## config.mk

```make
export PLATFORM = sky130hd
export DESIGN_NAME = param_stack
export DESIGN_NICKNAME = d
export VERILOG_FILES = /design/src/rtl/param_stack.sv
export SDC_FILE = /design/constraint.sdc
export NUM_CORES = 1
export LEC_CHECK = 0
export CAP_MARGIN = 20
export CORE_ASPECT_RATIO = 1.25
export CORE_UTILIZATION = 61
export DETAILED_ROUTE_END_ITERATION = 7
export PLACE_DENSITY = 0.82
export RECOVER_POWER = 100
export SETUP_SLACK_MARGIN = 0.3
export SLEW_MARGIN = 10
export SYNTH_ARGS = -nofsm -noshare
export SYNTH_HDL_FRONTEND = slang
export SYNTH_SLANG_ARGS = --single-unit
```

## constraint.sdc

```tcl
create_clock -name clk -period 7.9 [get_ports clk]
set_input_delay 1.58 -clock clk [delete_from_list [all_inputs] [get_ports clk]]
set_output_delay 1.58 -clock clk [all_outputs]
set_load 0.05 [all_outputs]
```

## src/rtl/param_stack.sv

```systemverilog
// param_stack: parametrised LIFO for the backtracking datapaths.
// Holds up to DEPTH words of WIDTH bits. It supports push, pop, and a
// same-cycle push+pop that replaces the top entry. It provides sticky
// overflow/underflow flags, a synchronous clear, a combinational peek at any
// depth below the top, and a high-water mark of the occupancy.
module param_stack #(
  parameter int WIDTH = 6,
  parameter int DEPTH = 8,
  localparam int CW = $clog2(DEPTH + 1),
  localparam int IW = $clog2(DEPTH)
) (
  input  logic             clk,
  input  logic             reset,
  input  logic             clear,
  input  logic             push,
  input  logic             pop,
  input  logic [WIDTH-1:0] data_in,
  input  logic [IW-1:0]    peek_index,
  output logic [WIDTH-1:0] data_out,
  output logic [WIDTH-1:0] peek_data,
  output logic             peek_valid,
  output logic [CW-1:0]    count,
  output logic             empty,
  output logic             full,
  output logic             overflow,
  output logic             underflow,
  output logic [CW-1:0]    max_count
);

  // Storage and control state
  logic [WIDTH-1:0] mem [DEPTH];
  logic [CW-1:0]    cnt_q;
  logic [CW-1:0]    max_q;
  logic             ovf_q;
  logic             unf_q;

  // Next-state decode
  logic [CW-1:0]    cnt_d;
  logic             wr_en;
  logic [IW-1:0]    wr_idx;
  logic             ovf_set;
  logic             unf_set;

  // Read-side helpers
  logic             is_empty;
  logic             is_full;
  logic [IW-1:0]    top_idx;
  logic [IW-1:0]    peek_pos;

  // High-water tracking: keep the larger of the stored mark and the new count.
  function automatic logic [CW-1:0] high_water(input logic [CW-1:0] mark,
                                               input logic [CW-1:0] next_cnt);
    return (next_cnt > mark) ? next_cnt : mark;
  endfunction

  // Occupancy decode; count never leaves [0, DEPTH], so equality tests suffice.
  assign is_empty = (cnt_q == '0);
  assign is_full  = (cnt_q == CW'(DEPTH));

  // Index of the top entry. This is meaningless when empty, so every user
  // gates it with is_empty.
  assign top_idx  = IW'(cnt_q - CW'(1));

  // Entry peek_index positions below the top. This is only read when
  // peek_valid is set, so the wrap for an out-of-range index is harmless.
  assign peek_pos = IW'(cnt_q - CW'(1) - CW'(peek_index));

  // Operation decode: replace-top, push, pop, or hold, with refusals at the bounds.
  always_comb begin
    cnt_d   = cnt_q;
    wr_en   = 1'b0;
    wr_idx  = '0;
    ovf_set = 1'b0;
    unf_set = 1'b0;
    if (push && pop && !is_empty) begin
      // Replace-top: overwrite in place. This is legal even when full.
      wr_en  = 1'b1;
      wr_idx = top_idx;
    end else if (push) begin
      // A plain push, or push+pop on an empty stack, which acts as a push.
      if (!is_full) begin
        wr_en  = 1'b1;
        wr_idx = IW'(cnt_q);
        cnt_d  = cnt_q + CW'(1);
      end else begin
        ovf_set = 1'b1;
      end
    end else if (pop) begin
      if (!is_empty) begin
        cnt_d = cnt_q - CW'(1);
      end else begin
        unf_set = 1'b1;
      end
    end
  end

  // Control registers. Clear zeroes occupancy, flags and the high-water mark.
  always_ff @(posedge clk or posedge reset) begin
    if (reset) begin
      cnt_q <= '0;
      max_q <= '0;
      ovf_q <= 1'b0;
      unf_q <= 1'b0;
    end else if (clear) begin
      cnt_q <= '0;
      max_q <= '0;
      ovf_q <= 1'b0;
      unf_q <= 1'b0;
    end else begin
      cnt_q <= cnt_d;
      max_q <= high_water(max_q, cnt_d);
      ovf_q <= ovf_q | ovf_set;
      unf_q <= unf_q | unf_set;
    end
  end

  // Entry storage. Only the addressed entry is written. Pops never erase data.
  // Clear leaves the memory contents alone.
  always_ff @(posedge clk or posedge reset) begin
    if (reset) begin
      for (int i = 0; i < DEPTH; i++) begin
        mem[i] <= '0;
      end
    end else if (wr_en && !clear) begin
      mem[wr_idx] <= data_in;
    end
  end

  // Combinational read ports: top of stack and peek, both zero when invalid.
  always_comb begin
    data_out   = '0;
    peek_data  = '0;
    peek_valid = (CW'(peek_index) < cnt_q);
    if (!is_empty) begin
      data_out = mem[top_idx];
    end
    if (peek_valid) begin
      peek_data = mem[peek_pos];
    end
  end

  assign count     = cnt_q;
  assign empty     = is_empty;
  assign full      = is_full;
  assign overflow  = ovf_q;
  assign underflow = unf_q;
  assign max_count = max_q;

endmodule

```

# Yosys cells after proc, flatten, opt, wreduce, memory -nomap -nowiden
# Cells that the tools add are included.
# totals
reg_bits	58
output_inout_bits	25
wordCells	69
# classes
n_addsub	3
magnitude_cmp	6
eq_ne	1
mux	34
n_bitwise	5
reduce_logical	8
# op_table
cell	n
$bwmux W48	1
$mux W6	7
$bmux W6 S3	2
$mux W4	8
$demux W6 S3	1
$ge A4 B4 Y1 const B	3
$mux W1	12
$not A3 Y4	3
$mux W3	3
$add A4 B1 Y4 const B	1
$eq A4 B4 Y1 const B	1
$gt A4 B4 Y1	1
$logic_and A1 B1 Y1	4
$logic_not A4 Y1	1
$lt A3 B4 Y1	1
$lt A4 B1 Y1 const B	1
$sub A4 B1 Y4 const B	1
$sub A3 B3 Y3	1
$logic_not A1 Y1	2
$or A1 B1 Y1	2
$reduce_bool A2 Y1	1

# Logic depth before layout (Yosys ltp)
# depth
ltp_word	10
ltp_mapped	14
depth_no_buf	12

# Least setup slack after synthesis
# No wires, ideal clock.
# synth_path
kind	input to output
from	in peek_index[0]
to	out peek_data[2]
t_arrival_ns	3.785
path_slack_ns	2.535
path_stages	6
cell_sequence	ha_1 > fa_1 > clkbuf_1 > mux4_2 > mux2i_1 > nor2_1
# synth_between
elab_chain_cells	6
elab_cells_between_ends	7
# synth_lines
item	line	source
start: declaration	18	input logic [IW-1:0] peek_index,
$sub A3 B3 Y3	66	assign peek_pos = IW'(cnt_q - CW'(1) - CW'(peek_index));
$not A3 Y4 (implied by the code)	138	peek_data = mem[peek_pos];
$bmux W6 S3	138	
$mux W6 (implied by the code) (2 in a row)	138	
$mux W6 (*)	137	if (peek_valid) begin
end: declaration	20	output logic [WIDTH-1:0] peek_data,
# Mark *: on every way between the ends. The rest lies on a longest branch, timed or not. The select of a mux whose other input is x is not followed.

# Worst setup path in the final report
# Same ends and word-level chain as after synthesis.

==> reports/metrics.yaml <==
reg2reg_setup_slack_ns: 3.65
ys_seq_area_share_pct: 41.4
die_area_um2: 6060
cts_tree: "done"
syn2layout_area_growth_pct: 15.5
hp-start: "underflow"
crit_type: "input port to output pin"
first_global_vias: 2384
synth_fa_ha_area_share_pct: 4.14
cp_top_family: "buffers and inverters"
synth_compound_area_share_pct: 4.60
path_depth: 7
path_cells: "clkdlybuf4s50_1 -> ha_1 -> fa_1 -> mux4_2 -> mux2i_1 -> nor2_1 -> dlygate4sd3_1"
synth_area_leaders: "dfrtp_1 (41%), mux4_2 (15%), mux2_2 (12%)"
syn-cell-area_um2: 3510
die_h_um: 86.8
reg2reg_to: "max_count[3]"
ys.flop_type: "dfrtp_1"
detail_route.wl_per_cell_um: 21.1
synth_top_cells_by_count: "dfrtp_1 (58), mux2_2 (36), mux4_2 (24)"
grt_max_degree: 59
yosysTopAreaCell: "dfrtp_1"
h-tree-depth: 3
violations: "max-capacitance violations, max-slew violations"
drt_pass1_iterations: 4
clk_path_buf_depth: 2
tns_ns: 0
critPathArrivalTime_ns: 4.94
synth_cell_type_count: 42
grt_overflow: 0
hold_buffers: 0
post-route-util_pct: 73.9
cp.required_ns: 6.32
avgSynthCellArea_um2: 13.2
worst-path-buf-inv: 2
nets: 328
r2r_start: "count[1]"
netlist_instances: 265
wl_um: 7860
cpPeakStageDelay_ns: 1.02
path_clk_slew_ns: 0.07
finalClockSkew_ns: 0.00551
worstHoldPathCells: 2
reg2reg_depth: 10
synth_simple_gate_area_share_pct: 8.85
max_slew_margin_pct: -105
worst_pin_slew_ns: 3.07
maxCapViolCount: 3
cts-resized-gates: 0
period_share_pct: 82.5
antenna_left: 0
cp-end-kind: "output pin"
synthXorXnorAreaFrac_pct: 2.18
yosys-mux-area-fraction_pct: 35.7
die_x_um: 69.8
synth_edf_count: 0
grtUsageTotal_pct: 28.5
core.rowCount: 30
start_util_pct: 64.0
first_iter_violations: 153
synth_top_cell_area_share_pct: 41.4
min_to: "underflow"
cts.sinks: 58
syn_nets: 290
final-setup-viol-count: 0
slowest_stage: "fa_1"
ys_seq_elements: 58
cts-root-buf: "clkbuf_8"
post_cts_buffers: 0
hold_violations: 0
drt-vias-per-instance: 6.54
status: "complete, but fails checks"
grt_pass1_wl_um: 12700
start_kind: "input port"
vias: 2434
fmax_ghz: 0.153
synth_top_family_by_area: "multiplexers"
hold_path_class: "flop to flop"
yosysMostFrequentCell: "dfrtp_1"
rsz0062_at_grt: "no"
maxSlewViolCount: 77
fill_cells: 383
gp_congestion: 0.783
io_buffer_count: 38
cts_buffers: 9
crit_path_start: "peek_index[0]"
design.core.area_um2: 5480
antenna_found_initial: 0
async_reset_ff_share_pct: 100
crit_path_max_fanout: 12
drive_gt1_share_pct: 25.3
antenna_cells: 0
clk_latency_ns: 0.33
pin_count: 39
post-route-drc-count: 0
dp_hpwl_um: 5160
layout_min_cycle_time_ns: 6.52
ys_warn_count: 0
layout by cell type, fill, tap and decap left out, types with 2 or more instances in the layout:
cell             count
nand2_1              2
a211oi_1             5
nand3b_1             2
mux2_1              13
xnor2_1              4
clkbuf_1             3
o21ai_0              2
mux4_2              24
a221oi_1             2
clkinv_2             2
clkbuf_8            12
ha_1                10
a31oi_1              2
and3b_1              3
dlygate4sd3_1       27
clkdlybuf4s50_1     11
nor3_1               4
inv_1               11
nor2_1              23
nor3b_1              3
nand3_1              4
a21oi_1              5
buf_4                2
mux2i_1             17
nor2b_1              7
mux2_2              35
nand2b_1             2
dfrtp_1             58
per-layer routing:
layer,vias up,part of all wire (%),GRT usage (%)
met5,-,0,0
met4,0,2.7,15.6
met3,20,6.5,5.58
met2,94,53,46.6
met1,1254,38,36.0
li1,1066,-,-
worst min-delay path, cell delays in order (launching register included):
cell     delay, ns
dfrtp_1       0.34
a31oi_1       0.04
nor2_1        0.07
how the worst max path moves through the flow:
stage / to / slack (ns)
after floorplan: peek_data[2] / 2.54
after global placement: peek_data[2] / 1.50
after detailed placement: peek_data[2] / 1.49
after CTS: peek_data[2] / 1.43
after global routing: peek_data[2] / 1.21
final: peek_data[2] / 1.38
cells by family (layout without fill, tap and decap cells):
kind of cell,Yosys count,count (layout)
compound gates,21,21
xor+xnor,7,7
buf+inv,26,69
fa+ha+maj,11,11
mux,89,89
flops,58,58
simple gates,53,53
area by class of cell:
type / count / area [um^2] / area share, %
clock buffers: 14 / 173 / 4.27
clock inverters: 2 / 10.0 / 0.247
inverters: 12 / 45.0 / 1.11
multi-input cells: 181 / 1890 / 46.7
flip-flops and latches: 58 / 1450 / 35.9
well taps: 64 / 80.1 / 1.98
repair buffers: 41 / 399 / 9.86
state kept, by name (all words and copies together), names as in the netlist:
name       flops
overflow       1
count          4
max_count      4
underflow      1
mem           48
metrics by stage:
step	setup slack (ns)	cells	instance area, um^2	hold WS [ns]
CTS	1.43	372	4110	0.504
floorplan	2.54	265	3510	0.470
detailed placement	1.49	356	3920	0.489
finish	1.38	372	4050	0.491
global route	1.21	372	4050	0.518
global placement	1.50	356	3920	0.483
Power is not shown: default switching activity piles up to over one toggle a cycle in this logic, so the estimate is an artifact.
